<file path="src/rtl/uart_receiver.sv">
// 8N1 UART receiver: two-flop line synchronizer, mid-bit sampling FSM and a
// first-word-fall-through RX FIFO with framing-error and overflow pulses.
module uart_receiver #(
  parameter int ClockFrequency = 50_000_000,
  parameter int BaudRate       = 115_200,
  parameter int FifoDepth      = 8
) (
  input  logic                         clk_sys_i,
  input  logic                         rst_sys_i,
  input  logic                         uart_rx_i,
  output logic [7:0]                   rx_data_o,
  output logic                         rx_valid_o,
  input  logic                         rx_ready_i,
  output logic [$clog2(FifoDepth):0]   rx_level_o,
  output logic                         rx_busy_o,
  output logic                         frame_err_o,
  output logic                         overflow_o
);

  localparam int ClksPerBit = ClockFrequency / BaudRate;
  localparam int CntW       = (ClksPerBit > 1) ? $clog2(ClksPerBit) : 1;
  localparam int AddrW      = $clog2(FifoDepth);

  localparam logic [CntW-1:0] HalfLast = CntW'(ClksPerBit / 2 - 1);
  localparam logic [CntW-1:0] BitLast  = CntW'(ClksPerBit - 1);

  typedef enum logic [1:0] {IDLE, START, DATA, STOP} state_t;

  state_t            state_q, state_d;
  logic [1:0]        sync_q;
  logic              prev_q;
  logic [2:0]        warm_q;
  logic              rx_s, fall_edge;
  logic [CntW-1:0]   cnt_q;
  logic [2:0]        bit_cnt_q;
  logic [7:0]        shift_q;
  logic              half_done, bit_done;
  logic              cnt_clr, bit_clr, sample_data, push_req, frame_err_d;
  logic [AddrW:0]    wr_ptr_q, rd_ptr_q;
  logic [7:0]        mem [FifoDepth];
  logic              full, pop, do_push;

  // Edges are qualified only once sync and edge flops hold real line samples,
  // so a line still held low as reset releases does not look like a start bit.
  assign rx_s      = sync_q[1];
  assign fall_edge = warm_q[2] & prev_q & ~rx_s;
  assign half_done = (cnt_q == HalfLast);
  assign bit_done  = (cnt_q == BitLast);

  always_ff @(posedge clk_sys_i) begin
    if (rst_sys_i) begin
      sync_q <= 2'b11;
      prev_q <= 1'b1;
      warm_q <= '0;
    end else begin
      // NOTE: non-blocking assignments let every flop see the pre-edge value,
      // which is what makes this a real shift chain rather than one wire.
      sync_q <= {sync_q[0], uart_rx_i};
      prev_q <= sync_q[1];
      warm_q <= {warm_q[1:0], 1'b1};
    end
  end

  always_ff @(posedge clk_sys_i) begin
    if (rst_sys_i) state_q <= IDLE;
    else           state_q <= state_d;
  end

  always_comb begin
    // NOTE: the default assignment first keeps this combinational; a path that
    // skips the assignment would otherwise infer a latch.
    state_d = state_q;
    unique case (state_q)
      IDLE:  if (fall_edge) state_d = START;
      START: if (half_done) state_d = rx_s ? IDLE : DATA;
      DATA:  if (bit_done && bit_cnt_q == 3'd7) state_d = STOP;
      STOP:  if (bit_done) state_d = IDLE;
      default: state_d = IDLE;
    endcase
  end

  always_comb begin
    cnt_clr     = 1'b0;
    bit_clr     = 1'b0;
    sample_data = 1'b0;
    push_req    = 1'b0;
    frame_err_d = 1'b0;
    unique case (state_q)
      IDLE: begin
        cnt_clr = 1'b1;
        bit_clr = 1'b1;
      end
      START: cnt_clr = half_done;
      DATA: begin
        cnt_clr     = bit_done;
        sample_data = bit_done;
      end
      STOP: begin
        cnt_clr     = bit_done;
        push_req    = bit_done & rx_s;
        frame_err_d = bit_done & ~rx_s;
      end
      default: cnt_clr = 1'b1;
    endcase
  end

  assign rx_busy_o = (state_q != IDLE);

  // Full when the wrap bits differ but the index bits match.
  assign full       = (wr_ptr_q[AddrW] != rd_ptr_q[AddrW]) &&
                      (wr_ptr_q[AddrW-1:0] == rd_ptr_q[AddrW-1:0]);
  assign rx_valid_o = (wr_ptr_q != rd_ptr_q);
  assign pop        = rx_valid_o & rx_ready_i;
  assign do_push    = push_req & (~full | pop);
  assign rx_level_o = wr_ptr_q - rd_ptr_q;
  assign rx_data_o  = rx_valid_o ? mem[rd_ptr_q[AddrW-1:0]] : 8'h00;

  always_ff @(posedge clk_sys_i) begin
    if (rst_sys_i) begin
      cnt_q       <= '0;
      bit_cnt_q   <= '0;
      shift_q     <= '0;
      frame_err_o <= 1'b0;
      overflow_o  <= 1'b0;
      wr_ptr_q    <= '0;
      rd_ptr_q    <= '0;
    end else begin
      cnt_q <= cnt_clr ? '0 : cnt_q + 1'b1;
      if (bit_clr)          bit_cnt_q <= '0;
      else if (sample_data) bit_cnt_q <= bit_cnt_q + 1'b1;
      if (sample_data) shift_q <= {rx_s, shift_q[7:1]};
      frame_err_o <= frame_err_d;
      overflow_o  <= push_req & full & ~pop;
      if (do_push) wr_ptr_q <= wr_ptr_q + 1'b1;
      if (pop)     rd_ptr_q <= rd_ptr_q + 1'b1;
    end
  end

  // NOTE: FIFO storage has no reset; the pointers define what is valid and
  // rx_data_o is masked while empty, so resetting the array buys nothing.
  always_ff @(posedge clk_sys_i) begin
    if (do_push) mem[wr_ptr_q[AddrW-1:0]] <= shift_q;
  end

endmodule

</file>
<file path="config.mk">
export PLATFORM = sky130hd
export DESIGN_NAME = uart_receiver
export DESIGN_NICKNAME = d
export VERILOG_FILES = /design/src/rtl/uart_receiver.sv
export SDC_FILE = /design/constraint.sdc
export NUM_CORES = 1
export LEC_CHECK = 0
export CAP_MARGIN = 20
export CORE_MARGIN = 2
export CORE_UTILIZATION = 25
export CTS_CLUSTER_SIZE = 25
export DETAILED_ROUTE_END_ITERATION = 7
export SETUP_SLACK_MARGIN = 0.3
export SLEW_MARGIN = 20
export SYNTH_ARGS = -nofsm -noshare
export SYNTH_HDL_FRONTEND = slang
export SYNTH_SLANG_ARGS = --single-unit
</file>
<file path="constraint.sdc">
create_clock -name clk_sys_i -period 2.6 [get_ports clk_sys_i]
set_input_delay 0.26 -clock clk_sys_i [delete_from_list [all_inputs] [get_ports clk_sys_i]]
set_output_delay 0.26 -clock clk_sys_i [all_outputs]
set_load 0.01 [all_outputs]
</file>
# ---- After elaboration in Yosys (flattened, before gate mapping)
# Memories as Yosys holds them, arrays and structs flattened. A register that Yosys moved wholly into a read port is not among the register bits.
# Index checks and enable logic that the tools add are counted.
dict set report word_totals {
  regBits 38
  ramBits 64
  input_bits 4
  out_inout_bits 16
  word_cells 69
  memories 1
}
dict set report op_classes {
  addsub 5
  n_eq_ne 13
  n_mux 16
  bitwise_logic 13
  reduce_logical 9
}
# memory words word_bits rd rd_ports_with_merged_regs wr line
set mem_list {}
lappend mem_list {mem 8 8 1 1 1 40} ;# logic [7:0] mem [FifoDepth];
# op n
set op_table {}
lappend op_table {{$mux 2} 5}
lappend op_table {{$add 9x1->9 const B} 1}
lappend op_table {{$eq 9x8->1 const B} 1}
lappend op_table {{$eq 9x9->1 const B} 1}
lappend op_table {{$add 4x1->4 const B} 2}
lappend op_table {{$and 1x1->1} 8}
lappend op_table {{$mux 8} 1}
lappend op_table {{$ne 2x2->1 const B} 4}
lappend op_table {{$pmux 2 s4} 1}
lappend op_table {{$reduce_or 2->1} 4}
lappend op_table {{$mux 1} 6}
lappend op_table {{$mux 3} 2}
lappend op_table {{$eq 2x2->1 const B} 2}
lappend op_table {{$ne 4x4->1} 1}
lappend op_table {{$not 1->1} 4}
lappend op_table {{$reduce_and 4->1} 1}
lappend op_table {{$sub 4x4->4} 1}
lappend op_table {{$add 3x1->3 const B} 1}
lappend op_table {{$eq 3x3->1} 1}
lappend op_table {{$eq 3x3->1 const B} 1}
lappend op_table {{$pmux 1 s3} 1}
lappend op_table {{$eq 2x1->1 const B} 1}
lappend op_table {{$logic_and 1x1->1} 2}
lappend op_table {{$logic_not 2->1} 1}
lappend op_table {{other kinds (3)} 3}

# ---- Depth between registers and ports, before layout
dict set report logic_depth {
  ltp_word 7
  depth_mapped 7
  mapped_depth_nobuf 6
}

# ---- Worst setup path before layout
# Ideal clock, no wire load.
dict set report synth_timing {
  path_kind {reg2reg}
  startpoint {register wr_ptr_q[0]}
  endpoint {memory mem[0][0], enable pin}
  setup_time_ns 0.395
  arrival_time_ns 2.139
  required_time_ns 2.205
  setup_slack_ns 0.067
  stages_incl_launch_ff 7
  path_buffers 0
  period_less_slack_ns 2.533
  cell_sequence {dfxtp_1 > inv_1 > ha_1 > nand4b_1 > o21a_1 > nand2_1 > nor4_1}
}
dict set report synth_between {
  elab_chain_len 7
  elab_cells_between_ends 9
  cone_classes {2 x eq/ne; 2 x mux; 4 x bitwise; 1 x reduce/logical}
}
# element line
set synth_lines {}
lappend synth_lines {{start: declaration} 39} ;# logic [AddrW:0] wr_ptr_q, rd_ptr_q;
lappend synth_lines {{start signal: assignment} 134} ;# if (do_push) wr_ptr_q <= wr_ptr_q + 1'b1;
lappend synth_lines {{$eq 3x3->1} 111} ;# (wr_ptr_q[AddrW-1:0] == rd_ptr_q[AddrW-1:0]);
lappend synth_lines {{$logic_and 1x1->1} 110} ;# assign full = (wr_ptr_q[AddrW] != rd_ptr_q[AddrW]) &&
lappend synth_lines {{$not 1->1} 114} ;# assign do_push = push_req & (~full | pop);
lappend synth_lines {{$or 1x1->1} 114}
lappend synth_lines {{$and 1x1->1} 114}
lappend synth_lines {{$mux 1} 142} ;# if (do_push) mem[wr_ptr_q[AddrW-1:0]] <= shift_q;
lappend synth_lines {{$mux 1 (not written as such)} 142}
lappend synth_lines {{end: declaration} 40}
# Parallel ways exist; a longest one is shown, timed or not.

==> summary.txt <==
Yosys
  • Synth warn: 0
  • Post-Syn Area per Cell: 14.4 µm²
  • Post-Syn Nets: 309
  • Post-synth EDFFs: 64
  • Synth Flop Type: edfxtp_1
  • Yosys reg bits: 105
  • Asr flop ratio synth: 0%
  • Netlist cell types: 40
  • Synthesized cell area: 4230 µm²
  • Cells after Synth: 294
  • Sequential area share after synthesis: 64.8%

Detailed routing
  • DRT antenna net count: 0
  • Vias: 2,438
  • Iter 0 DRT Violations: 208
  • Routed WL: 8.27 mm
  • DR vias/cell: 4.32
  • Residual DRC: 0
  • Drt wl/cell: 14.7 µm
  • First-pass DRT Iterations: 4

Power
  • Leak: 1.93 nW
  • Pwr per Cell Area: 617 nW/µm²
  • Peak supply drop: 360 µV
  • Power Total: 3.24 mW

Clock network
  • Reg clk slew, reported paths: 70 ps
  • Sink Count: 105
  • Hold_buf cts: 0
  • CTS tree: done
  • Clock root buffer: clkbuf_16
  • CTS H-tree depth: 3
  • Clk Latency, worst-skew pair: 350 ps
  • Total CTS buffers: 9
  • CTS Buffer Depth: 2

Die
  • Top Ports: 20
  • Core box area: 16,600 µm²
  • Die Height: 134 µm
  • Die ar.: 18,000 µm²
  • Initial cell density of the core: 25.5%
  • Chip width: 134 µm
  • Row cnt: 47

Critical path
  • Crit path capture: rx_data_o[3]
  • Worst EP arrival: 1960 ps
  • R2R setup slack: 500 ps
  • CP Launch Type: register
  • Max FO, Critical Path: 8
  • R2R depth: 6
  • Slowest CP cell: mux4_2
  • Kind of critical path: reg -> out
  • CP Cell Sequence: buf_12 > mux4_2 > mux2i_2 > nor2_1 > dlygate4sd2_1
  • Worst reg2reg path startpoint: cnt_q[0]$_SDFF_PP0_
  • Worst Path Required: 2340 ps
  • Slowest stage delay, CP: 520 ps
  • Reg-to-reg endpoint: mem[2][3]$_DFFE_PP_
  • Crit. End Element: output port

Layout
  • Leading cell type in the layout, fill and taps excluded: edfxtp_1
  • Nets@finish: 354
  • Non-Filler Instances: 564
  • Most frequent cells in the layout: edfxtp_1, nor2_1, dfxtp_1
  • Synth-to-layout area growth: 24.1%
  • Layout cells sized above 1: 21.2%
  • Ant diodes: 0

Placement
  • Placed cells: 540
  • Place WS: -95.1 ps
  • Input/output buffers: 19
  • Routability congestion estimate: 0.757
  • DP HPWL: 5.12 mm

Global route
  • Vias in the first global route: 2,474
  • Tot GR Track Use: 9.89%
  • Initial antenna violation count: 0
  • First-pass GRT wire length: 13.6 mm
  • Total grt overflow: 0
  • Largest net degree at the start of global routing: 25

Timing
  • Setup Viol. Count Final: 0
  • Relative slew slack: 56.9%
  • Worst Max-Slew Pin Slew: 645 ps
  • Worst setup slack after layout: 384 ps
  • Clk_skew: 7.36 ps
  • Crit share post-route: 85.2%
  • RSZ-0062 raised after global routing: true
  • Final Hold Vio Count: 0
  • Slew Viols, Final: 0
  • Min cycle time layout: 2220 ps
  • Max frequency: 451 MHz

Status
  • Status: finished, final reports clean

Worst hold path
  • Worst min path class: reg -> reg
  • Min-Delay Startpoint: sync_q[0]$_SDFF_PP1_

Flow run
  • Max-cap violations: 0
-- power breakdown --
group / total [mW] / switching [mW] / internal [mW]
Clock: 1.47 / 0.611 / 0.859
Sequential: 1.75 / 0.00173 / 1.75
Combinational: 0.0216 / 0.0127 / 0.00885
Total: 3.24 / 0.625 / 2.61
-- routing by layer --
layer / up-vias / share of wire (%) / GRT usage [%]
met5: - / 0 / 0
met4: 0 / 1.4 / 2.81
met3: 13 / 4.6 / 3.02
met2: 47 / 47 / 15.3
met1: 1198 / 47 / 13.5
li1: 1180 / - / -
-- worst max-delay path: cells and delay by family, from the launching register on --
family / cells / cell delay, ps
buf+inv: 2 / 430
flops: 1 / 400
mux: 2 / 710
simple gates: 1 / 60
-- metrics by stage --
stage          utilization [%]  hold slack, ps  cell area [µm²]  TNS [ps]
6_report                  31.7             411             5250         0
5_1_grt                   31.7             441             5250         0
4_1_cts                   31.3             415             5190         0
3_5_place_dp              28.9             399             4790      -167
3_3_place_gp              28.9             393             4790      -113
2_1_floorplan                -             332             4230         0
-- sequential cells by signal, indices dropped and copies added (netlist names), 2 cells and up, named ones only --
signal     count
bit_cnt_q      3
shift_q        8
cnt_q          9
rd_ptr_q       4
warm_q         3
mem           64
sync_q         2
wr_ptr_q       4
-- worst min-delay path by stage --
stage                                      end  slack (ps)  cells past startpoint
final                     sync_q[1]$_SDFF_PP1_         410                      1
after global routing      sync_q[1]$_SDFF_PP1_         440                      1
after CTS                 sync_q[1]$_SDFF_PP1_         420                      1
after detailed placement  sync_q[1]$_SDFF_PP1_         400                      1
after global placement    sync_q[1]$_SDFF_PP1_         390                      1
after floorplan           warm_q[1]$_SDFF_PP0_         330                      1
-- synth_stat cells (3+ instances only) --
master    instances  area share [%]
a21oi_1           8            0.95
buf_2             4            0.47
clkbuf_1          3            0.27
dfxtp_1          41              19
edfxtp_1         64              45
ha_1             10             3.0
inv_1            15             1.3
mux2i_1          19             4.5
mux4_2           16             8.5
nand2_1           6            0.53
nand3_1           7            0.83
nor2_1           39             3.5
nor4_1            8             1.2
o21ai_0           5            0.59
or2_2             3            0.44
xnor2_1           9             1.9
xor2_1            6             1.2
-- kinds of logic (layout without fill, tap and decap cells) --
logic type                 Yosys count  count (layout)  synth area share, %
AOI/OAI and AO/OA                   22              22                 3.13
muxes                               35              35                 13.0
and+or+nand+nor                     82              82                 10.3
DFF                                105             105                 64.8
adders and majority gates           11              11                 3.43
buffers and inverters               24              74                 2.25
xor gates and xnor gates            15              15                 3.10
-- area by class of cell --
| type | instances | area, µm² |
|---|---|---|
| Sequential cell | 105 | 2750 |
| Clock buffer | 10 | 229 |
| Timing Repair Buffer | 43 | 409 |
| Inverter | 15 | 56.3 |
| Tap cell | 220 | 275 |
| Clock inverter | 6 | 98.8 |
| Multi-Input combinational cell | 165 | 1430 |
| Fill cell | 1652 | 11300 |
-- what timing repair did --
item                       in CTS  in global routing
setup buffers                   3                  4
pin swaps                       1                  0
resized for setup              17                  9
cloned                          1                  0
setup endpoints to repair      12                 65
No activity file was read; power rests on OpenSTA's default activity.
